[src/rtl/ex_pkg.sv]
// Shared types and defaults for the dv-qualified stream source.
package ex_pkg;

    typedef enum logic [1:0] {
        SRC_IDLE,
        SRC_EMIT,
        SRC_FINISH
    } src_state_t;

    localparam int DATA_W_DEFAULT = 32;

endpackage

[src/rtl/stream_buf.sv]
// DEPTH x DATA_W register array: synchronous write port, asynchronous indexed read port.
module stream_buf #(
    parameter int DATA_W = 32,
    parameter int DEPTH  = 8,
    parameter int PW     = $clog2(DEPTH)
) (
    input  logic              clk,
    input  logic              we,
    input  logic [PW-1:0]     wr_idx,
    input  logic [DATA_W-1:0] wr_data,
    input  logic [PW-1:0]     rd_idx,
    output logic [DATA_W-1:0] rd_data
);

    logic [DATA_W-1:0] mem [DEPTH];

    always_ff @(posedge clk) begin
        if (we) begin
            mem[wr_idx] <= wr_data;
        end
    end

    assign rd_data = mem[rd_idx];

endmodule

[src/rtl/dv_stream_source.sv]
// Batch-loaded stream producer: replays buffered words in order, each held HOLD clocks with dv high.
module dv_stream_source
    import ex_pkg::*;
#(
    parameter int DATA_W = DATA_W_DEFAULT,
    parameter int DEPTH  = 8,
    parameter int HOLD   = 3
) (
    input  logic                       clk,
    input  logic                       reset,
    input  logic                       wr_en,
    input  logic [DATA_W-1:0]          wr_data,
    input  logic                       start,
    output logic                       full,
    output logic [$clog2(DEPTH+1)-1:0] count,
    output logic                       busy,
    output logic                       dv,
    output logic [DATA_W-1:0]          data_out,
    output logic                       done
);

    localparam int CW = $clog2(DEPTH + 1);
    localparam int PW = $clog2(DEPTH);
    localparam int HW = (HOLD > 1) ? $clog2(HOLD) : 1;

    src_state_t        state_q, state_d;
    logic [CW-1:0]     count_q, count_d;
    logic [PW-1:0]     wr_ptr_q, wr_ptr_d;
    logic [PW-1:0]     rd_ptr_q, rd_ptr_d;
    logic [HW-1:0]     hold_q, hold_d;
    logic              dv_q, dv_d;
    logic [DATA_W-1:0] data_q, data_d;
    logic              done_q, done_d;

    logic              buf_we;
    logic [PW-1:0]     buf_rd_idx;
    logic [DATA_W-1:0] buf_rd_data;

    stream_buf #(
        .DATA_W (DATA_W),
        .DEPTH  (DEPTH),
        .PW     (PW)
    ) u_buf (
        .clk     (clk),
        .we      (buf_we),
        .wr_idx  (wr_ptr_q),
        .wr_data (wr_data),
        .rd_idx  (buf_rd_idx),
        .rd_data (buf_rd_data)
    );

    assign full  = (count_q == CW'(DEPTH));
    assign count = count_q;
    assign busy  = (state_q != SRC_IDLE);
    assign dv       = dv_q;
    assign data_out = data_q;
    assign done     = done_q;

    always_comb begin
        state_d    = state_q;
        count_d    = count_q;
        wr_ptr_d   = wr_ptr_q;
        rd_ptr_d   = rd_ptr_q;
        hold_d     = hold_q;
        dv_d       = dv_q;
        data_d     = data_q;
        done_d     = 1'b0;
        buf_we     = 1'b0;
        buf_rd_idx = rd_ptr_q + PW'(1);

        case (state_q)
            SRC_IDLE: begin
                buf_rd_idx = '0;
                if (start) begin
                    // start takes priority over a same-cycle write, even with an empty buffer
                    if (count_q != '0) begin
                        state_d  = SRC_EMIT;
                        rd_ptr_d = '0;
                        hold_d   = '0;
                        dv_d     = 1'b1;
                        data_d   = buf_rd_data;
                    end
                end else if (wr_en && !full) begin
                    buf_we   = 1'b1;
                    wr_ptr_d = wr_ptr_q + PW'(1);
                    count_d  = count_q + CW'(1);
                end
            end

            SRC_EMIT: begin
                if (hold_q == HW'(HOLD - 1)) begin
                    hold_d = '0;
                    if ((CW'(rd_ptr_q) + CW'(1)) < count_q) begin
                        rd_ptr_d = rd_ptr_q + PW'(1);
                        data_d   = buf_rd_data;
                    end else begin
                        state_d = SRC_FINISH;
                        dv_d    = 1'b0;
                        done_d  = 1'b1;
                    end
                end else begin
                    hold_d = hold_q + HW'(1);
                end
            end

            SRC_FINISH: begin
                count_d  = '0;
                wr_ptr_d = '0;
                state_d  = SRC_IDLE;
            end

            default: begin
                state_d = SRC_IDLE;
            end
        endcase
    end

    always_ff @(posedge clk) begin
        if (reset) begin
            state_q  <= SRC_IDLE;
            count_q  <= '0;
            wr_ptr_q <= '0;
            rd_ptr_q <= '0;
            hold_q   <= '0;
            dv_q     <= 1'b0;
            data_q   <= '0;
            done_q   <= 1'b0;
        end else begin
            state_q  <= state_d;
            count_q  <= count_d;
            wr_ptr_q <= wr_ptr_d;
            rd_ptr_q <= rd_ptr_d;
            hold_q   <= hold_d;
            dv_q     <= dv_d;
            data_q   <= data_d;
            done_q   <= done_d;
        end
    end

endmodule

[config.mk]
export PLATFORM = sky130hd
export DESIGN_NAME = dv_stream_source
export DESIGN_NICKNAME = d
export VERILOG_FILES = /design/src/rtl/ex_pkg.sv /design/src/rtl/stream_buf.sv /design/src/rtl/dv_stream_source.sv
export SDC_FILE = /design/constraint.sdc
export NUM_CORES = 1
export LEC_CHECK = 0
export ABC_CLOCK_PERIOD_IN_PS = 6000
export BUFFER_PORTS_ARGS = -buffer_cell sky130_fd_sc_hd__buf_4
export CORE_MARGIN = 2
export CORE_UTILIZATION = 40
export DETAILED_ROUTE_END_ITERATION = 10
export PLACE_DENSITY = 0.53
export SYNTH_ARGS = -nofsm -noshare
export SYNTH_HDL_FRONTEND = slang
export SYNTH_SLANG_ARGS = --single-unit
[constraint.sdc]
create_clock -name clk -period 6 [get_ports clk]
set_input_delay 1.2 -clock clk [delete_from_list [all_inputs] [get_ports clk]]
set_output_delay 1.2 -clock clk [all_outputs]
set_load 0.01 [all_outputs]
======== Yosys cells after proc, flatten, opt, wreduce, memory -nomap -nowiden ========
Memories as Yosys holds them, arrays and structs flattened.
Index checks and enable logic that the tools add are counted.
cells by class
  add/subtract/negate cells ............... 5
  divide/modulo/power cells ............... 0
  shift-type cells ........................ 0
  bitwise logic cells ..................... 2
  $lt $le $gt $ge ......................... 1
  equal/unequal tests ..................... 11
  multiply operators ...................... 0
  muxes and demuxes ....................... 37
  reductions and logical operators ........ 13
operators by type and width
  cell                 count
  $mux 32              4
  $pmux 32 s2          1
  $mux 3               7
  $mux 2               7
  $ne 2x2->1 const B   7
  $pmux 3 s2           2
  $mux 1               10
  $reduce_and 5->1     2
  $mux 4               2
  $pmux 2 s2           2
  $pmux 4 s2           1
  $add 3x1->3 const B  2
  $reduce_and 3->1     2
  $reduce_bool 2->1    3
  $add 3x1->4 const B  1
  $add 4x1->4 const B  1
  $eq 2x2->1 const B   2
  $eq 4x4->1 const B   1
  $lt 4x4->1           1
  $reduce_and 4->1     1
  $reduce_bool 4->1    1
  $reduce_or 3->1      1
  $add 2x1->2 const B  1
  $eq 2x1->1 const B   1
  other kinds (5)      6
word-level totals
  output and inout port bits .............. 40
  bits in latches ......................... 0
  input port bits ......................... 36
  bits in writable memories ............... 256
  ROM bits ................................ 0
  register bits ........................... 48
  logic and storage cells ................. 78
  memories ................................ 1
memory list
  memory     words  bits a word  read ports  clocked after memory_dff  write ports  RTL line          RTL
  u_buf.mem  8      32           1           0                         1            stream_buf.sv:15  logic [DATA_W-1:0] mem [DEPTH];

======== Longest topological paths before layout ========
Gate-level depths: netlist of the first run.
  depth in word-level cells ............... 8
  depth in mapped cells ................... 11
  mapped depth without buffers ............ 8

======== By module ========
A second synthesis of the first run with hierarchy kept.
unflattened totals
  cell total of the unflattened synthesis .. 621
  area, all modules ....................... 12096.6 um2
by module, submodules not included
  module            instances  cells each  area an instance (um2)
  stream_buf        1          383         9825.7
  dv_stream_source  1          238         2270.9

======== Least setup slack after synthesis of the first run ========
Ideal clock, no wire load.
  kind .................................... input to register
  from .................................... input port start
  to ...................................... memory u_buf.mem[1][0] (enable)
  slack ................................... 1.293 ns
  stages on the path ...................... 5
  path buffers ............................ 1
  arrival ................................. 4.246 ns
  cell sequence ........................... or4_1 > buf_2 > nor2_1 > nand2_1 > nor3_1
between the ends
  word-level cells in the longest chain between the ends .. 4
RTL lines
  item                          RTL line                RTL
  from (decl)                   dv_stream_source.sv:13  input logic start,
  $mux 1                        dv_stream_source.sv:74  if (start) begin
  $mux 1                        dv_stream_source.sv:71  case (state_q)
  $mux 1                        stream_buf.sv:18        if (we) begin
  $mux 1 (implied by the code)  stream_buf.sv:19        mem[wr_idx] <= wr_data;
  to (decl)                     stream_buf.sv:15
Every way passes these cells.

======== Final worst setup path of the first run ========
  from .................................... input port start
  to ...................................... memory u_buf.mem[0][18] (enable)
The elaborated chain is that of the path after synthesis.

==> report_table.html, run 1 <==
<table>
<tr><th>Metric</th><th>Value</th></tr>
<tr><th colspan="2">CTS</th></tr>
<tr><td>Sink count of the clock tree</td><td>around 300</td></tr>
<tr><td>Count of buffers added by post-CTS timing repair for setup</td><td>0</td></tr>
<tr><td>Bufs on Longest Clock Path</td><td>3</td></tr>
<tr><td>Clk slew on worst S/H paths</td><td>0.06 ns</td></tr>
<tr><td>Clock tree from TritonCTS</td><td>done</td></tr>
<tr><td># hold bufs at CTS</td><td>0</td></tr>
<tr><td>Number of H-tree levels</td><td>2</td></tr>
<tr><td>Clock latency reported for the late side of the worst-skew pair</td><td>approximately 0.5 ns</td></tr>
<tr><td>Number of gates resized after cts</td><td>0</td></tr>
<tr><td>Clock buffer count from CTS</td><td>34</td></tr>
<tr><td>Cell at the root of the clock tree</td><td>sky130_fd_sc_hd__clkbuf_16</td></tr>
<tr><th colspan="2">Final layout</th></tr>
<tr><td>Fraction of final layout cells sized beyond drive strength 1</td><td>22.7%</td></tr>
<tr><td>Count of nets after finishing</td><td>between 800 and 900</td></tr>
<tr><td>Layout overhead on the synthesized area</td><td>16.9%</td></tr>
<tr><td>Area of all placed cells without fillers</td><td>around 14,000 um^2</td></tr>
<tr><td># diodes</td><td>0</td></tr>
<tr><th colspan="2">Worst hold path</th></tr>
<tr><td>Type of the tightest min-delay check</td><td>register to register</td></tr>
<tr><td>WHS Endpoint</td><td>data_out[0]</td></tr>
<tr><td>Hold-critical path depth</td><td>2</td></tr>
<tr><td>Origin of the worst min-delay path</td><td>data_out[0]</td></tr>
<tr><th colspan="2">Synthesis</th></tr>
<tr><td>Count of synthesis-stage warnings from yosys</td><td>0</td></tr>
<tr><td>Post-synth EDFFs</td><td>256</td></tr>
<tr><td>Number of storage elements in the synthesis netlist</td><td>304</td></tr>
<tr><td>Average instance area after synthesis</td><td>around 17 um^2</td></tr>
<tr><td>Fraction of post-synthesis cell area in the top cell type by area</td><td>~66%</td></tr>
<tr><td>Share of synthesized registers carrying an async set or reset</td><td>0%</td></tr>
<tr><td>Count of unique library cells instantiated by Yosys</td><td>52</td></tr>
<tr><td>Post-synthesis cell count</td><td>708</td></tr>
<tr><td>Sequential area share after synthesis</td><td>73.8%</td></tr>
<tr><td>Top flip-flop cell by instance count after synthesis</td><td>sky130_fd_sc_hd__edfxtp_1</td></tr>
<tr><td>Cell taking the most area after synthesis</td><td>sky130_fd_sc_hd__edfxtp_1</td></tr>
<tr><td>Post-Synthesis Net Count</td><td>751</td></tr>
<tr><td>Cell area after synthesis</td><td>~12,000 um^2</td></tr>
<tr><td>Largest cells by area after synthesis</td><td>sky130_fd_sc_hd__edfxtp_1 66%, sky130_fd_sc_hd__dfxtp_1 8.2%, sky130_fd_sc_hd__mux4_2 5.6%</td></tr>
<tr><th colspan="2">Floorplan</th></tr>
<tr><td>Num ports</td><td>76</td></tr>
<tr><td>Core Box Area</td><td>28,800 um^2</td></tr>
<tr><td>Rows</td><td>62</td></tr>
<tr><td>Vertical die dimension</td><td>175 um</td></tr>
<tr><td>Die Span X</td><td>175 um</td></tr>
<tr><td>Initial Utilization</td><td>40.7%</td></tr>
<tr><td>Total die area</td><td>30,700 um^2</td></tr>
<tr><th colspan="2">Setup path</th></tr>
<tr><td>CP bufs+invs</td><td>2</td></tr>
<tr><td>Capturing element type of the critical path</td><td>register</td></tr>
<tr><td>Delay contributed by the slowest stage of the critical path</td><td>0.68 ns</td></tr>
<tr><td>Internal reg-to-reg setup slack</td><td>roughly 2.5 ns</td></tr>
<tr><td>Worst EP required</td><td>6.16 ns</td></tr>
<tr><td>Crit path kind</td><td>input pin to register</td></tr>
<tr><td>Maximum fanout encountered on the critical timing path</td><td>18</td></tr>
<tr><td>Slowest-stage cell, CP</td><td>sky130_fd_sc_hd__or4_1</td></tr>
<tr><td>Logic depth of the worst register-to-register path</td><td>7</td></tr>
<tr><td>Cell type group with the largest total delay on the critical path</td><td>simple AND/OR/NAND/NOR gates</td></tr>
<tr><td>Critical path launch point type</td><td>input pin</td></tr>
<tr><td>Worst r2r dst</td><td>u_buf.mem[0][18]</td></tr>
<tr><td>Critical Path, Cell by Cell</td><td>buf_4 &gt; or4_1 &gt; or3_1 &gt; nor3_4 &gt; buf_4</td></tr>
<tr><td>Data arrival at the endpoint of the critical path</td><td>3.67 ns</td></tr>
<tr><td>Worst flop-to-flop path startpoint</td><td>count[0]</td></tr>
<tr><td>Cell seen most often among critical-path stages</td><td>sky130_fd_sc_hd__buf_4</td></tr>
<tr><th colspan="2">Timing</th></tr>
<tr><td>Final hold violations</td><td>0</td></tr>
<tr><td>Transition time of the tightest slew-check pin</td><td>approximately 1.2 ns</td></tr>
<tr><td>Max Slew Vio Count</td><td>0</td></tr>
<tr><td>Maximum clock frequency</td><td>0.285 GHz</td></tr>
<tr><td>Final-report setup violation count</td><td>0</td></tr>
<tr><td>Setup repair after global routing missed its margin</td><td>no</td></tr>
<tr><td>Clock Skew</td><td>0.0223 ns</td></tr>
<tr><td>Minimum clock period after layout</td><td>3.51 ns</td></tr>
<tr><td>Max-slew headroom at the worst pin</td><td>19.0%</td></tr>
<tr><td>Summed negative setup slack over all endpoints</td><td>0 ns</td></tr>
<tr><td>Tcrit/Tclk final</td><td>about three fifths</td></tr>
<tr><th colspan="2">Routing</th></tr>
<tr><td>Drc violations</td><td>0</td></tr>
<tr><td>Vias after detailed routing</td><td>6,296</td></tr>
<tr><td>Number of nets still failing antenna checks after routing</td><td>0</td></tr>
<tr><td>Number of optimization iterations in the first detailed-route pass</td><td>5</td></tr>
<tr><td>Initial DRC count</td><td>429</td></tr>
<tr><td>Detailed-route vias per instance</td><td>5.25</td></tr>
<tr><td>Routed Wire Length</td><td>roughly 25,000 um</td></tr>
<tr><td>Average wire per standard cell</td><td>20.6 um</td></tr>
<tr><th colspan="2">Global routing</th></tr>
<tr><td>Gr usage total</td><td>between 10% and 20%</td></tr>
<tr><td>Overall overflow remaining after global route</td><td>0</td></tr>
<tr><td>Vias in the first global route</td><td>between 6k and 7k</td></tr>
<tr><td>Maximum number of pins on one net before global-route repair</td><td>59</td></tr>
<tr><td>Initial antenna violation count</td><td>0</td></tr>
<tr><td>First-pass GRT wire length</td><td>roughly 38,000 um</td></tr>
<tr><th colspan="2">Pwr</th></tr>
<tr><td>Peak supply drop</td><td>approximately 0.16 mV</td></tr>
<tr><td>Pwr dens</td><td>321 nW/um^2</td></tr>
<tr><td>Leak</td><td>4.54 nW</td></tr>
<tr><th colspan="2">Placed design</th></tr>
<tr><td>Final weighted congestion of routability-driven global placement</td><td>0.736</td></tr>
<tr><td>Count of buffers from port buffering</td><td>75</td></tr>
<tr><td>DP Area</td><td>12,700 um^2</td></tr>
<tr><td>DPL Wire Length</td><td>14,400 um</td></tr>
<tr><th colspan="2">Run</th></tr>
<tr><td>Number of max-capacitance violations reported</td><td>0</td></tr>
<tr><th colspan="2">Run status</th></tr>
<tr><td>Run status</td><td>complete, no violations</td></tr>
</table>
[registers in the layout, summed over array words and instances, names as in the netlist]
| register | count |
|---|---|
| count | 4 |
| state_q | 2 |
| data_out | 32 |
| wr_ptr_q | 3 |
| rd_ptr_q | 3 |
| hold_q | 2 |
| done | 1 |
| dv | 1 |
| u_buf.mem | 256 |
[layout make-up]
class | count | area [um^2]
tap | 384 | 480
clock inverter | 11 | 53.8
sequential | 304 | 8650
clock buffer | 47 | 921
fill | 2472 | 15100
inverter | 8 | 30.0
multi-input combinational | 358 | 2900
timing repair buffer | 87 | 653
[worst reg2reg max path, stage by stage, from the launching register on]
cell	delay, ns
sky130_fd_sc_hd__dfxtp_1	0.40
sky130_fd_sc_hd__inv_1	0.10
sky130_fd_sc_hd__ha_1	0.21
sky130_fd_sc_hd__and3b_1	0.18
sky130_fd_sc_hd__or4_1	0.58
sky130_fd_sc_hd__or3_1	0.54
sky130_fd_sc_hd__nor3_4	0.67
sky130_fd_sc_hd__buf_4	0.44
[worst max path at each step]
| stage | from | to | slack, ns | depth (start not counted) |
|---|---|---|---|---|
| 2_1_floorplan | start | u_buf.mem[1][0] | 1.29 | 5 |
| 3_3_place_gp | start | u_buf.mem[0][12] | 1.99 | 5 |
| 3_5_place_dp | start | u_buf.mem[0][6] | 1.93 | 5 |
| 4_1_cts | start | u_buf.mem[0][6] | 2.45 | 5 |
| 5_1_grt | count[0] | u_buf.mem[0][18] | 2.30 | 7 |
| 6_report | start | u_buf.mem[0][18] | 2.49 | 5 |
[cell families (layout without fill, tap and decap cells)]
group           after synthesis  count (layout)  synth area share (%)
flops                       304             304                  73.8
compound gates              151             151                  8.40
simple gates                128             128                  5.79
mux                          66              66                  8.79
buf+inv                      46             153                  2.00
fa+ha+maj                     7               7                 0.748
xor+xnor                      6               6                 0.449
[synthesized netlist by cell type (5+ instances only)]
cell                       count
sky130_fd_sc_hd__o21ai_1      31
sky130_fd_sc_hd__ha_1          7
sky130_fd_sc_hd__buf_2        10
sky130_fd_sc_hd__nand2b_1      8
sky130_fd_sc_hd__nand2_1      41
sky130_fd_sc_hd__clkbuf_1     19
sky130_fd_sc_hd__mux4_2       29
sky130_fd_sc_hd__nor2_1       24
sky130_fd_sc_hd__dfxtp_1      48
sky130_fd_sc_hd__edfxtp_1    256
sky130_fd_sc_hd__o21ai_0      31
sky130_fd_sc_hd__a22o_1       30
sky130_fd_sc_hd__mux2_2        5
sky130_fd_sc_hd__inv_1         7
sky130_fd_sc_hd__buf_4         5
sky130_fd_sc_hd__mux2i_1      32
sky130_fd_sc_hd__o22ai_1      31
sky130_fd_sc_hd__and2_0       29
sky130_fd_sc_hd__a21oi_1      13
[metrics by stage]
stage / utilization, % / hold slack, ns / total power, mW / setup slack [ns] / instances
CTS: 47.6 / 0.452 / 4.44 / 2.45 / 1199
global route: 47.6 / 0.472 / 4.54 / 2.30 / 1199
finish: 47.6 / 0.448 / 4.39 / 2.49 / 1199
global placement: 44.2 / 0.442 / 2.59 / 1.99 / 1141
floorplan: - / 0.473 / 2.49 / 1.29 / 708
detailed placement: 44.2 / 0.444 / 2.60 / 1.93 / 1141
[cells in the final DEF, fill, tap and decap left out, drive strengths merged, types with 3 or more instances in the layout]
cell type | synthesis | final
edfxtp | 256 | 256
buf | 19 | 87
o21ai | 62 | 62
dfxtp | 48 | 48
clkbuf | 19 | 47
nand2 | 41 | 41
mux2i | 32 | 32
o22ai | 31 | 31
and2 | 31 | 31
a22o | 30 | 30
mux4 | 29 | 29
nor2 | 25 | 25
a21oi | 14 | 14
clkinv | 0 | 10
inv | 8 | 9
nand2b | 8 | 8
ha | 7 | 7
nor3 | 6 | 6
mux2 | 5 | 5
a211oi | 4 | 4
xor2 | 3 | 3
or3 | 3 | 3
xnor2 | 3 | 3
[routing by layer]
| metal | share of wire (%) | track usage (%) | up-vias |
|---|---|---|---|
| li1 | - | - | 2931 |
| met1 | 43 | 20.4 | 3188 |
| met2 | 51 | 29.3 | 129 |
| met3 | 4.5 | 2.85 | 48 |
| met4 | 2.0 | 4.58 | 0 |
| met5 | 0 | 0 | - |
[report_power, final]
group,internal (mW),total (mW),switching (mW)
sequential,2.32,2.34,0.0165
combinational,0.0863,0.209,0.122
clock,1.07,1.84,0.774
Note: power is estimated with default switching activity, not from simulation.
==> inputs of run 2 (changes only) <==
--- a/config.mk
+++ b/config.mk
@@ -5,12 +5,13 @@
 export SDC_FILE = /design/constraint.sdc
 export NUM_CORES = 1
 export LEC_CHECK = 0
-export ABC_CLOCK_PERIOD_IN_PS = 6000
+export ABC_AREA = 1
+export ABC_CLOCK_PERIOD_IN_PS = 3400
 export BUFFER_PORTS_ARGS = -buffer_cell sky130_fd_sc_hd__buf_4
 export CORE_MARGIN = 2
 export CORE_UTILIZATION = 40
 export DETAILED_ROUTE_END_ITERATION = 10
-export PLACE_DENSITY = 0.53
+export PLACE_DENSITY = 0.52
 export SYNTH_ARGS = -nofsm -noshare
 export SYNTH_HDL_FRONTEND = slang
 export SYNTH_SLANG_ARGS = --single-unit
==> constraint.sdc (replaced) <==
create_clock -name clk -period 3.4 [get_ports clk]
set_input_delay 0.68 -clock clk [delete_from_list [all_inputs] [get_ports clk]]
set_output_delay 0.68 -clock clk [all_outputs]
set_load 0.01 [all_outputs]
==> report_table.html, run 2 <==
<table>
<tr><th>Metric</th><th>Value</th></tr>
<tr><th colspan="2">Run status</th></tr>
<tr><td>Run status</td><td>complete, no violations (unchanged)</td></tr>
<tr><th colspan="2">Synthesis</th></tr>
<tr><td>Sequential area share after synthesis</td><td>66.1% (was 73.8%)</td></tr>
<tr><td>Cell area after synthesis</td><td>13,100 um^2 (was 11,700 um^2)</td></tr>
<tr><td>Share of synthesized registers carrying an async set or reset</td><td>0% (unchanged)</td></tr>
<tr><td>Most common cell in the netlist</td><td>sky130_fd_sc_hd__nand2_1 (was sky130_fd_sc_hd__edfxtp_1)</td></tr>
<tr><td>Count of unique library cells instantiated by Yosys</td><td>25 (was 52)</td></tr>
<tr><td>Post-synth EDFFs</td><td>256 (unchanged)</td></tr>
<tr><td>Post-synthesis cell count</td><td>1,352 (was 708)</td></tr>
<tr><td>Commonest cells in the synthesized netlist</td><td>315 x sky130_fd_sc_hd__nand2_1, 256 x sky130_fd_sc_hd__edfxtp_1, 213 x sky130_fd_sc_hd__nor2_1 (was 256 x sky130_fd_sc_hd__edfxtp_1, 48 x sky130_fd_sc_hd__dfxtp_1, 41 x sky130_fd_sc_hd__nand2_1)</td></tr>
<tr><td>Number of storage elements in the synthesis netlist</td><td>304 (unchanged)</td></tr>
<tr><td>Cell taking the most area after synthesis</td><td>sky130_fd_sc_hd__edfxtp_1 (unchanged)</td></tr>
<tr><td>Largest cells by area after synthesis</td><td>sky130_fd_sc_hd__edfxtp_1 59%, sky130_fd_sc_hd__nand2_1 9.0%, sky130_fd_sc_hd__nand3_1 7.6% (was sky130_fd_sc_hd__edfxtp_1 66%, sky130_fd_sc_hd__dfxtp_1 8.2%, sky130_fd_sc_hd__mux4_2 5.6%)</td></tr>
<tr><td>Top flip-flop cell by instance count after synthesis</td><td>sky130_fd_sc_hd__edfxtp_1 (unchanged)</td></tr>
<tr><td>Fraction of post-synthesis cell area in the top cell type by area</td><td>58.8% (was 65.6%)</td></tr>
<tr><td>Count of synthesis-stage warnings from yosys</td><td>0 (unchanged)</td></tr>
<tr><td>Post-Synthesis Net Count</td><td>1,395 (was 751)</td></tr>
<tr><td>Average instance area after synthesis</td><td>9.67 um^2 (was 16.5 um^2)</td></tr>
<tr><th colspan="2">Pwr</th></tr>
<tr><td>Peak supply drop</td><td>0.356 mV (was 0.155 mV)</td></tr>
<tr><td>Pwr dens</td><td>599 nW/um^2 (was 321 nW/um^2)</td></tr>
<tr><td>Leak</td><td>6.56 nW (was 4.54 nW)</td></tr>
<tr><th colspan="2">CTS</th></tr>
<tr><td>Bufs on Longest Clock Path</td><td>3 (unchanged)</td></tr>
<tr><td>Clock buffer count from CTS</td><td>36 (was 34)</td></tr>
<tr><td>Clock tree from TritonCTS</td><td>done (unchanged)</td></tr>
<tr><td>Clk slew on worst S/H paths</td><td>0.06 ns (about the same)</td></tr>
<tr><td>Sink count of the clock tree</td><td>304 (unchanged)</td></tr>
<tr><td>Count of buffers added by post-CTS timing repair for setup</td><td>0 (unchanged)</td></tr>
<tr><td># hold bufs at CTS</td><td>0 (unchanged)</td></tr>
<tr><td>Number of H-tree levels</td><td>2 (unchanged)</td></tr>
<tr><td>Number of gates resized after cts</td><td>0 (unchanged)</td></tr>
<tr><td>Clock latency reported for the late side of the worst-skew pair</td><td>0.51 ns (was 0.50 ns)</td></tr>
<tr><td>Cell at the root of the clock tree</td><td>sky130_fd_sc_hd__clkbuf_16 (unchanged)</td></tr>
<tr><th colspan="2">Timing</th></tr>
<tr><td>Max-slew headroom at the worst pin</td><td>45.3% (was 19.0%)</td></tr>
<tr><td>Final hold violations</td><td>0 (unchanged)</td></tr>
<tr><td>Transition time of the tightest slew-check pin</td><td>0.821 ns (was 1.21 ns)</td></tr>
<tr><td>Final worst setup slack</td><td>0.758 ns (was 2.49 ns)</td></tr>
<tr><td>Minimum clock period after layout</td><td>2.64 ns</td></tr>
<tr><td>Max Slew Vio Count</td><td>0 (unchanged)</td></tr>
<tr><td>Maximum clock frequency</td><td>approximately 0.38 GHz</td></tr>
<tr><td>Summed negative setup slack over all endpoints</td><td>0 ns (unchanged)</td></tr>
<tr><td>Setup repair after global routing missed its margin</td><td>no (unchanged)</td></tr>
<tr><td>Clock Skew</td><td>0.0204 ns (was 0.0223 ns)</td></tr>
<tr><td>Final-report setup violation count</td><td>0 (unchanged)</td></tr>
<tr><td>Tcrit/Tclk final</td><td>between 70% and 80%</td></tr>
<tr><th colspan="2">Routing</th></tr>
<tr><td>Routed Wire Length</td><td>29,800 um (was 24,700 um)</td></tr>
<tr><td>Vias after detailed routing</td><td>8,871 (was 6,296)</td></tr>
<tr><td>Drc violations</td><td>0 (unchanged)</td></tr>
<tr><td>Initial DRC count</td><td>627 (was 429)</td></tr>
<tr><td>Number of nets still failing antenna checks after routing</td><td>0 (unchanged)</td></tr>
<tr><td>Number of optimization iterations in the first detailed-route pass</td><td>5 (unchanged)</td></tr>
<tr><td>Average wire per standard cell</td><td>15.7 um (was 20.6 um)</td></tr>
<tr><td>Detailed-route vias per instance</td><td>4.68 (was 5.25)</td></tr>
<tr><th colspan="2">Floorplan</th></tr>
<tr><td>Num ports</td><td>76 (unchanged)</td></tr>
<tr><td>Initial Utilization</td><td>40.4% (was 40.7%)</td></tr>
<tr><td>Total die area</td><td>34,200 um^2 (was 30,700 um^2)</td></tr>
<tr><td>Die Span X</td><td>185 um (was 175 um)</td></tr>
<tr><td>Core Box Area</td><td>32,400 um^2 (was 28,800 um^2)</td></tr>
<tr><td>Vertical die dimension</td><td>185 um (was 175 um)</td></tr>
<tr><td>Rows</td><td>66 (was 62)</td></tr>
<tr><th colspan="2">Final layout</th></tr>
<tr><td>Util after Layout</td><td>47.1% (was 47.6%)</td></tr>
<tr><td>Leading cell types in the layout, fill and taps excluded</td><td>314 x sky130_fd_sc_hd__nand2_1, 256 x sky130_fd_sc_hd__edfxtp_1, 210 x sky130_fd_sc_hd__inv_1 (was 256 x sky130_fd_sc_hd__edfxtp_1, 87 x sky130_fd_sc_hd__buf_4, 47 x sky130_fd_sc_hd__dfxtp_1)</td></tr>
<tr><td>Register containing the most flip-flops in the final layout</td><td>u_buf.mem (unchanged)</td></tr>
<tr><td>Count of nets after finishing</td><td>1,469 (was 836)</td></tr>
<tr><td>Layout overhead on the synthesized area</td><td>16.7% (was 16.9%)</td></tr>
<tr><td>Flip-flop count of the largest register, all copies and words added</td><td>256 (unchanged)</td></tr>
<tr><td>Commonest non-fill, non-tap cell in the layout</td><td>sky130_fd_sc_hd__nand2_1 (was sky130_fd_sc_hd__edfxtp_1)</td></tr>
<tr><td>Fraction of final layout cells sized beyond drive strength 1</td><td>11.4% (was 22.7%)</td></tr>
<tr><th colspan="2">Placed design</th></tr>
<tr><td>Pre-CTS setup slack</td><td>0.683 ns (was 1.93 ns)</td></tr>
<tr><td>Count of buffers from port buffering</td><td>75 (unchanged)</td></tr>
<tr><td>Final weighted congestion of routability-driven global placement</td><td>0.777 (was 0.736)</td></tr>
<tr><td>DPL Wire Length</td><td>16,600 um (was 14,400 um)</td></tr>
<tr><th colspan="2">Worst hold path</th></tr>
<tr><td>Type of the tightest min-delay check</td><td>input pin to register (was register to register)</td></tr>
<tr><th colspan="2">Setup path</th></tr>
<tr><td>Data arrival at the endpoint of the critical path</td><td>3.03 ns (was 3.67 ns)</td></tr>
<tr><td>Critical path launch point type</td><td>register (was input pin)</td></tr>
<tr><td>Maximum fanout encountered on the critical timing path</td><td>33 (was 18)</td></tr>
<tr><td>Crit path kind</td><td>register to register (was input pin to register)</td></tr>
<tr><td>Worst EP required</td><td>3.79 ns (was 6.16 ns)</td></tr>
<tr><td>Capturing element type of the critical path</td><td>register (unchanged)</td></tr>
<tr><th colspan="2">Global routing</th></tr>
<tr><td>Vias in the first global route</td><td>8,554 (was 6,772)</td></tr>
<tr><td>Overall overflow remaining after global route</td><td>0 (unchanged)</td></tr>
<tr><td>Maximum number of pins on one net before global-route repair</td><td>130 (was 59)</td></tr>
<tr><td>Gr usage total</td><td>18.0% (was 16.4%)</td></tr>
<tr><td>Initial antenna violation count</td><td>1 (was 0)</td></tr>
<tr><td>First-pass GRT wire length</td><td>47,700 um (was 38,400 um)</td></tr>
<tr><th colspan="2">Run</th></tr>
<tr><td>Number of max-capacitance violations reported</td><td>0 (unchanged)</td></tr>
</table>
[run 2: cell count changes in the layout (fill, tap and decap cells not counted), moves of 8 or more]
| cell | delta |
|---|---|
| sky130_fd_sc_hd__nand2b_1 | -8 |
| sky130_fd_sc_hd__o21ai_1 | -30 |
| sky130_fd_sc_hd__mux4_2 | -29 |
| sky130_fd_sc_hd__a22o_1 | -30 |
| sky130_fd_sc_hd__nand3_1 | +198 |
| sky130_fd_sc_hd__and2_0 | -29 |
| sky130_fd_sc_hd__mux2i_1 | -32 |
| sky130_fd_sc_hd__nand2_1 | +274 |
| sky130_fd_sc_hd__o21ai_0 | -24 |
| sky130_fd_sc_hd__nor2_1 | +188 |
| sky130_fd_sc_hd__inv_1 | +203 |
| sky130_fd_sc_hd__o22ai_1 | -31 |
[run 2: cell families after synthesis]
group	after synthesis	share of synthesized area [%]
xor+xnor	1	0.0670
buf+inv	277	8.75
flops	304	66.1
simple gates	741	23.5
compound gates	22	0.871
fa+ha+maj	7	0.670
[run 2: stage by stage]
stage               total power [mW]  hold slack, ns  instances  area (um^2)
global placement                5.75           0.463       1830        14200
finish                          9.14           0.404       1895        15300
floorplan                       5.23           0.453       1352        13100
detailed placement              5.77           0.473       1830        14200
CTS                             9.26           0.382       1894        15300
global route                    9.59           0.395       1894        15300
[run 2: power breakdown]
group          leakage, nW  internal [mW]  switching (mW)
sequential            2.70           4.21          0.0845
clock                0.517           2.02            1.46
combinational         3.34          0.480           0.894
total                 6.56           6.70            2.44
[run 2: worst paths after layout]
check | from | endpoint | slack (ns) | cells after the start
max | rd_ptr_q[0] | data_out[24] | 0.76 | 15
min | wr_data[5] | u_buf.mem[2][5] | 0.40 | 1
max reg2reg | rd_ptr_q[0] | data_out[24] | 0.76 | 15
min reg2reg | data_out[28] | data_out[28] | 0.48 | 2
[run 2: area by class of cell]
| class | instances | area (um^2) |
|---|---|---|
| fill | 3108 | 17100 |
| sequential | 304 | 8650 |
| timing repair buffer | 99 | 818 |
| tap | 442 | 553 |
| inverter | 214 | 808 |
| antenna | 1 | 2.50 |
| multi-input combinational | 771 | 3370 |
| clock buffer | 47 | 973 |
| clock inverter | 17 | 83.8 |
[run 2: worst max-delay path, stage by stage, from the launching register on]
cell and delay [ns]:
sky130_fd_sc_hd__dfxtp_1 0.40, sky130_fd_sc_hd__ha_1 0.25, sky130_fd_sc_hd__xnor2_1 0.28, sky130_fd_sc_hd__inv_1 0.14, sky130_fd_sc_hd__ha_1 0.29, sky130_fd_sc_hd__nand2_1 0.06
sky130_fd_sc_hd__inv_1 0.03, sky130_fd_sc_hd__nand2_1 0.05, sky130_fd_sc_hd__nand2_1 0.06, sky130_fd_sc_hd__nand2_1 0.13, sky130_fd_sc_hd__nand2_2 0.12, sky130_fd_sc_hd__inv_4 0.26
sky130_fd_sc_hd__buf_12 0.23, sky130_fd_sc_hd__nand2_1 0.08, sky130_fd_sc_hd__nand2_1 0.06, sky130_fd_sc_hd__nor2_1 0.05
[run 2: metal layers]
| metal | vias to the layer above | share of wire [%] | global-route usage, % |
|---|---|---|---|
| met4 | 0 | 2.4 | 6.03 |
| met2 | 165 | 47 | 30.2 |
| met5 | - | 0 | 0 |
| li1 | 4477 | - | - |
| met1 | 4178 | 46 | 23.9 |
| met3 | 51 | 4.4 | 2.93 |
==> inputs of run 3 (changes only) <==
--- a/config.mk
+++ b/config.mk
@@ -5,13 +5,13 @@
 export SDC_FILE = /design/constraint.sdc
 export NUM_CORES = 1
 export LEC_CHECK = 0
-export ABC_AREA = 1
-export ABC_CLOCK_PERIOD_IN_PS = 3400
+export ABC_AREA = 0
+export ABC_CLOCK_PERIOD_IN_PS = 2500
 export BUFFER_PORTS_ARGS = -buffer_cell sky130_fd_sc_hd__buf_4
 export CORE_MARGIN = 2
 export CORE_UTILIZATION = 40
 export DETAILED_ROUTE_END_ITERATION = 10
-export PLACE_DENSITY = 0.52
+export PLACE_DENSITY = 0.53
 export SYNTH_ARGS = -nofsm -noshare
 export SYNTH_HDL_FRONTEND = slang
 export SYNTH_SLANG_ARGS = --single-unit
==> constraint.sdc (replaced) <==
create_clock -name clk -period 2.5 [get_ports clk]
set_input_delay 0.5 -clock clk [delete_from_list [all_inputs] [get_ports clk]]
set_output_delay 0.5 -clock clk [all_outputs]
set_load 0.01 [all_outputs]
==> report_table.html, run 3 (synthesis gave the netlist of run 1 again) <==
<table>
<tr><th>Metric</th><th>Value</th></tr>
<tr><th colspan="2">Pwr</th></tr>
<tr><td>Peak supply drop</td><td>0.406 mV (was 0.356 mV)</td></tr>
<tr><td>Pwr dens</td><td>756 nW/um^2 (was 599 nW/um^2)</td></tr>
<tr><td>Gate power share</td><td>5.6% (was 15.0%)</td></tr>
<tr><td>Leak</td><td>4.86 nW (was 6.56 nW)</td></tr>
<tr><td>Switching share of power</td><td>20.6% (was 26.7%)</td></tr>
<tr><td>Clock Power Share</td><td>42.8% (was 38.0%)</td></tr>
<tr><td>Sequential Power Share</td><td>51.7% (was 47.0%)</td></tr>
<tr><td>Net switching power</td><td>2.24 mW (was 2.44 mW)</td></tr>
<tr><td>Total Power</td><td>10.9 mW (was 9.14 mW)</td></tr>
<tr><td>Internal portion of total power</td><td>8.63 mW (was 6.70 mW)</td></tr>
<tr><th colspan="2">Routing</th></tr>
<tr><td>Number of optimization iterations in the first detailed-route pass</td><td>6 (was 5)</td></tr>
<tr><td>Routed Wire Length</td><td>26,500 um (was 29,800 um)</td></tr>
<tr><td>Drc violations</td><td>0 (unchanged)</td></tr>
<tr><td>Vias after detailed routing</td><td>6,597 (was 8,871)</td></tr>
<tr><td>Detailed-route vias per instance</td><td>5.29 (was 4.68)</td></tr>
<tr><td>Initial DRC count</td><td>603 (was 627)</td></tr>
<tr><td>Average wire per standard cell</td><td>21.2 um (was 15.7 um)</td></tr>
<tr><td>Number of nets still failing antenna checks after routing</td><td>0 (unchanged)</td></tr>
<tr><th colspan="2">Timing</th></tr>
<tr><td>Clock Skew</td><td>0.0134 ns (was 0.0204 ns)</td></tr>
<tr><td>Minimum clock period after layout</td><td>2.41 ns (was 2.64 ns)</td></tr>
<tr><td>Summed negative setup slack over all endpoints</td><td>0 ns (unchanged)</td></tr>
<tr><td>Max Slew Vio Count</td><td>0 (unchanged)</td></tr>
<tr><td>Transition time of the tightest slew-check pin</td><td>0.508 ns (was 0.821 ns)</td></tr>
<tr><td>Final worst setup slack</td><td>0.0882 ns (was 0.758 ns)</td></tr>
<tr><td>Max-slew headroom at the worst pin</td><td>66.1% (was 45.3%)</td></tr>
<tr><td>Final hold violations</td><td>0 (unchanged)</td></tr>
<tr><td>Final-report setup violation count</td><td>0 (unchanged)</td></tr>
<tr><td>Fin Hold WS</td><td>0.235 ns (was 0.404 ns)</td></tr>
<tr><td>Maximum clock frequency</td><td>0.415 GHz (was 0.379 GHz)</td></tr>
<tr><td>Setup repair after global routing missed its margin</td><td>no (unchanged)</td></tr>
<tr><td>Tcrit/Tclk final</td><td>96.5% (was 77.7%)</td></tr>
<tr><th colspan="2">Floorplan</th></tr>
<tr><td>Core Box Area</td><td>28,800 um^2 (was 32,400 um^2)</td></tr>
<tr><td>Vertical die dimension</td><td>175 um (was 185 um)</td></tr>
<tr><td>Die Span X</td><td>175 um (was 185 um)</td></tr>
<tr><td>Num ports</td><td>76 (unchanged)</td></tr>
<tr><td>Initial Utilization</td><td>40.7% (was 40.4%)</td></tr>
<tr><td>Rows</td><td>62 (was 66)</td></tr>
<tr><td>Total die area</td><td>30,700 um^2 (was 34,200 um^2)</td></tr>
<tr><th colspan="2">CTS</th></tr>
<tr><td>Cell at the root of the clock tree</td><td>sky130_fd_sc_hd__clkbuf_16 (unchanged)</td></tr>
<tr><td>Clock latency reported for the late side of the worst-skew pair</td><td>0.50 ns (was 0.51 ns)</td></tr>
<tr><td>Clock buffer count from CTS</td><td>34 (was 36)</td></tr>
<tr><td># hold bufs at CTS</td><td>0 (unchanged)</td></tr>
<tr><td>Sink count of the clock tree</td><td>304 (unchanged)</td></tr>
<tr><td>Clk slew on worst S/H paths</td><td>0.06 ns (about the same)</td></tr>
<tr><td>Clock tree from TritonCTS</td><td>done (unchanged)</td></tr>
<tr><td>Number of H-tree levels</td><td>2 (unchanged)</td></tr>
<tr><td>Bufs on Longest Clock Path</td><td>3 (unchanged)</td></tr>
<tr><th colspan="2">Global routing</th></tr>
<tr><td>Overall overflow remaining after global route</td><td>0 (unchanged)</td></tr>
<tr><td>Vias in the first global route</td><td>6,732 (was 8,554)</td></tr>
<tr><td>Gr usage total</td><td>17.5% (was 18.0%)</td></tr>
<tr><td>Initial antenna violation count</td><td>0 (was 1)</td></tr>
<tr><td>Maximum number of pins on one net before global-route repair</td><td>29 (was 130)</td></tr>
<tr><td>First-pass GRT wire length</td><td>40,700 um (was 47,700 um)</td></tr>
<tr><th colspan="2">Final layout</th></tr>
<tr><td># diodes</td><td>0 (was 1)</td></tr>
<tr><td>Util after Layout</td><td>50.0% (was 47.1%)</td></tr>
<tr><td>Commonest non-fill, non-tap cell in the layout</td><td>sky130_fd_sc_hd__edfxtp_1 (was sky130_fd_sc_hd__nand2_1)</td></tr>
<tr><td>Leading cell types in the layout, fill and taps excluded</td><td>256 x sky130_fd_sc_hd__edfxtp_1, 114 x sky130_fd_sc_hd__buf_4, 45 x sky130_fd_sc_hd__dfxtp_1 (was 314 x sky130_fd_sc_hd__nand2_1, 256 x sky130_fd_sc_hd__edfxtp_1, 210 x sky130_fd_sc_hd__inv_1)</td></tr>
<tr><td>Register area</td><td>8660 um^2 (was 8650 um^2)</td></tr>
<tr><td>Flip-flop count of the largest register, all copies and words added</td><td>256 (unchanged)</td></tr>
<tr><td>Count of nets after finishing</td><td>881 (was 1,469)</td></tr>
<tr><td>Layout overhead on the synthesized area</td><td>22.7% (was 16.7%)</td></tr>
<tr><td>Count of placed standard cells in the final layout, fillers left out</td><td>1,247 (was 1,895)</td></tr>
<tr><td>Register containing the most flip-flops in the final layout</td><td>u_buf.mem (unchanged)</td></tr>
<tr><td>Area taken by multi-input logic gates</td><td>2950 um^2 (was 3370 um^2)</td></tr>
<tr><td>Fraction of final layout cells sized beyond drive strength 1</td><td>27.8% (was 11.4%)</td></tr>
<tr><td>Layout filler cell count</td><td>2,424 (was 3,108)</td></tr>
<tr><td>Area of all placed cells without fillers</td><td>14,400 um^2 (was 15,300 um^2)</td></tr>
<tr><th colspan="2">Setup path</th></tr>
<tr><td>Crit path kind</td><td>register to register (unchanged)</td></tr>
<tr><td>Delay contributed by the slowest stage of the critical path</td><td>0.46 ns (was 0.40 ns)</td></tr>
<tr><td>Worst EP required</td><td>2.70 ns (was 3.79 ns)</td></tr>
<tr><td>Capturing element type of the critical path</td><td>register (unchanged)</td></tr>
<tr><td>Critical Path, Cell by Cell</td><td>inv_2 &gt; ha_2 &gt; and3b_2 &gt; or4_4 &gt; buf_4 &gt; nor2_4 &gt; nand2_4 &gt; buf_12 &gt; nor2_4 &gt; buf_12 (was ha_1 &gt; xnor2_1 &gt; inv_1 &gt; ha_1 &gt; nand2_1 &gt; inv_1 &gt; nand2_1 &gt; nand2_1 &gt; nand2_1 &gt; nand2_2 &gt; inv_4 &gt; buf_12 &gt; nand2_1 &gt; nand2_1 &gt; nor2_1)</td></tr>
<tr><td>Maximum fanout encountered on the critical timing path</td><td>17 (was 33)</td></tr>
<tr><td>Data arrival at the endpoint of the critical path</td><td>2.61 ns (was 3.03 ns)</td></tr>
<tr><td>Cell type group with the largest total delay on the critical path</td><td>simple AND/OR/NAND/NOR gates (was buffers and inverters)</td></tr>
<tr><td>Slowest-stage cell, CP</td><td>sky130_fd_sc_hd__or4_4 (was sky130_fd_sc_hd__dfxtp_1)</td></tr>
<tr><td>Critical path launch point type</td><td>register (unchanged)</td></tr>
<tr><td>CP bufs+invs</td><td>4 (unchanged)</td></tr>
<tr><th colspan="2">Run</th></tr>
<tr><td>Number of max-capacitance violations reported</td><td>0 (unchanged)</td></tr>
<tr><th colspan="2">Placed design</th></tr>
<tr><td>Count of buffers from port buffering</td><td>75 (unchanged)</td></tr>
<tr><td>Total placed cells including tap cells</td><td>1,184 (was 1,830)</td></tr>
<tr><td>Final weighted congestion of routability-driven global placement</td><td>0.768 (was 0.777)</td></tr>
<tr><td>Pre-CTS setup slack</td><td>0.0120 ns (was 0.683 ns)</td></tr>
<tr><td>DP Area</td><td>13,300 um^2 (was 14,200 um^2)</td></tr>
<tr><td>DPL Wire Length</td><td>17,000 um (was 16,600 um)</td></tr>
<tr><th colspan="2">Worst hold path</th></tr>
<tr><td>Type of the tightest min-delay check</td><td>input pin to register (unchanged)</td></tr>
<tr><th colspan="2">Run status</th></tr>
<tr><td>Run status</td><td>complete, no violations (unchanged)</td></tr>
</table>
[run 3: layer usage]
| metal | part of all wire (%) | global-route usage [%] | up-vias | wire, um |
|---|---|---|---|---|
| met1 | 47 | 25.1 | 3358 | 12300 |
| met5 | 0 | 0 | - | 0 |
| met3 | 4.3 | 2.63 | 38 | 1140 |
| met4 | 1.9 | 4.79 | 0 | 494 |
| li1 | - | - | 3030 | - |
| met2 | 47 | 28.1 | 171 | 12500 |
[run 3: path summary, 6_finish.rpt]
kind	from	endpoint	slack, ns	cells past startpoint
setup / recovery	count[0]	u_buf.mem[5][28]	0.09	10
hold / removal	wr_data[12]	u_buf.mem[5][12]	0.24	1
setup reg to reg	count[0]	u_buf.mem[5][28]	0.09	10
hold reg to reg	data_out[8]	data_out[8]	0.45	2
[run 3: area by class of cell]
cell class / instances / area share, %
clock inverters: 13 / 0.766
flip-flops and latches: 304 / 60.2
inverters: 8 / 0.209
repair buffers: 132 / 8.51
well taps: 384 / 3.34
multi-input cells: 358 / 20.5
clock buffers: 48 / 6.43
[run 3: power by group through the flow]
stage	clock network [mW]	logic, mW	registers [mW]
final	4.65	0.603	5.61
after global routing	4.97	0.659	5.62
after CTS	4.75	0.615	5.61
after detailed placement	0	0.596	5.72
after global placement	0	0.588	5.72
after floorplan	0	0.265	5.73
[run 3: repair_timing]
item	4_1_cts	5_1_grt
setup endpoints to repair	54	0
resized for setup	2	0
setup buffers	1	0
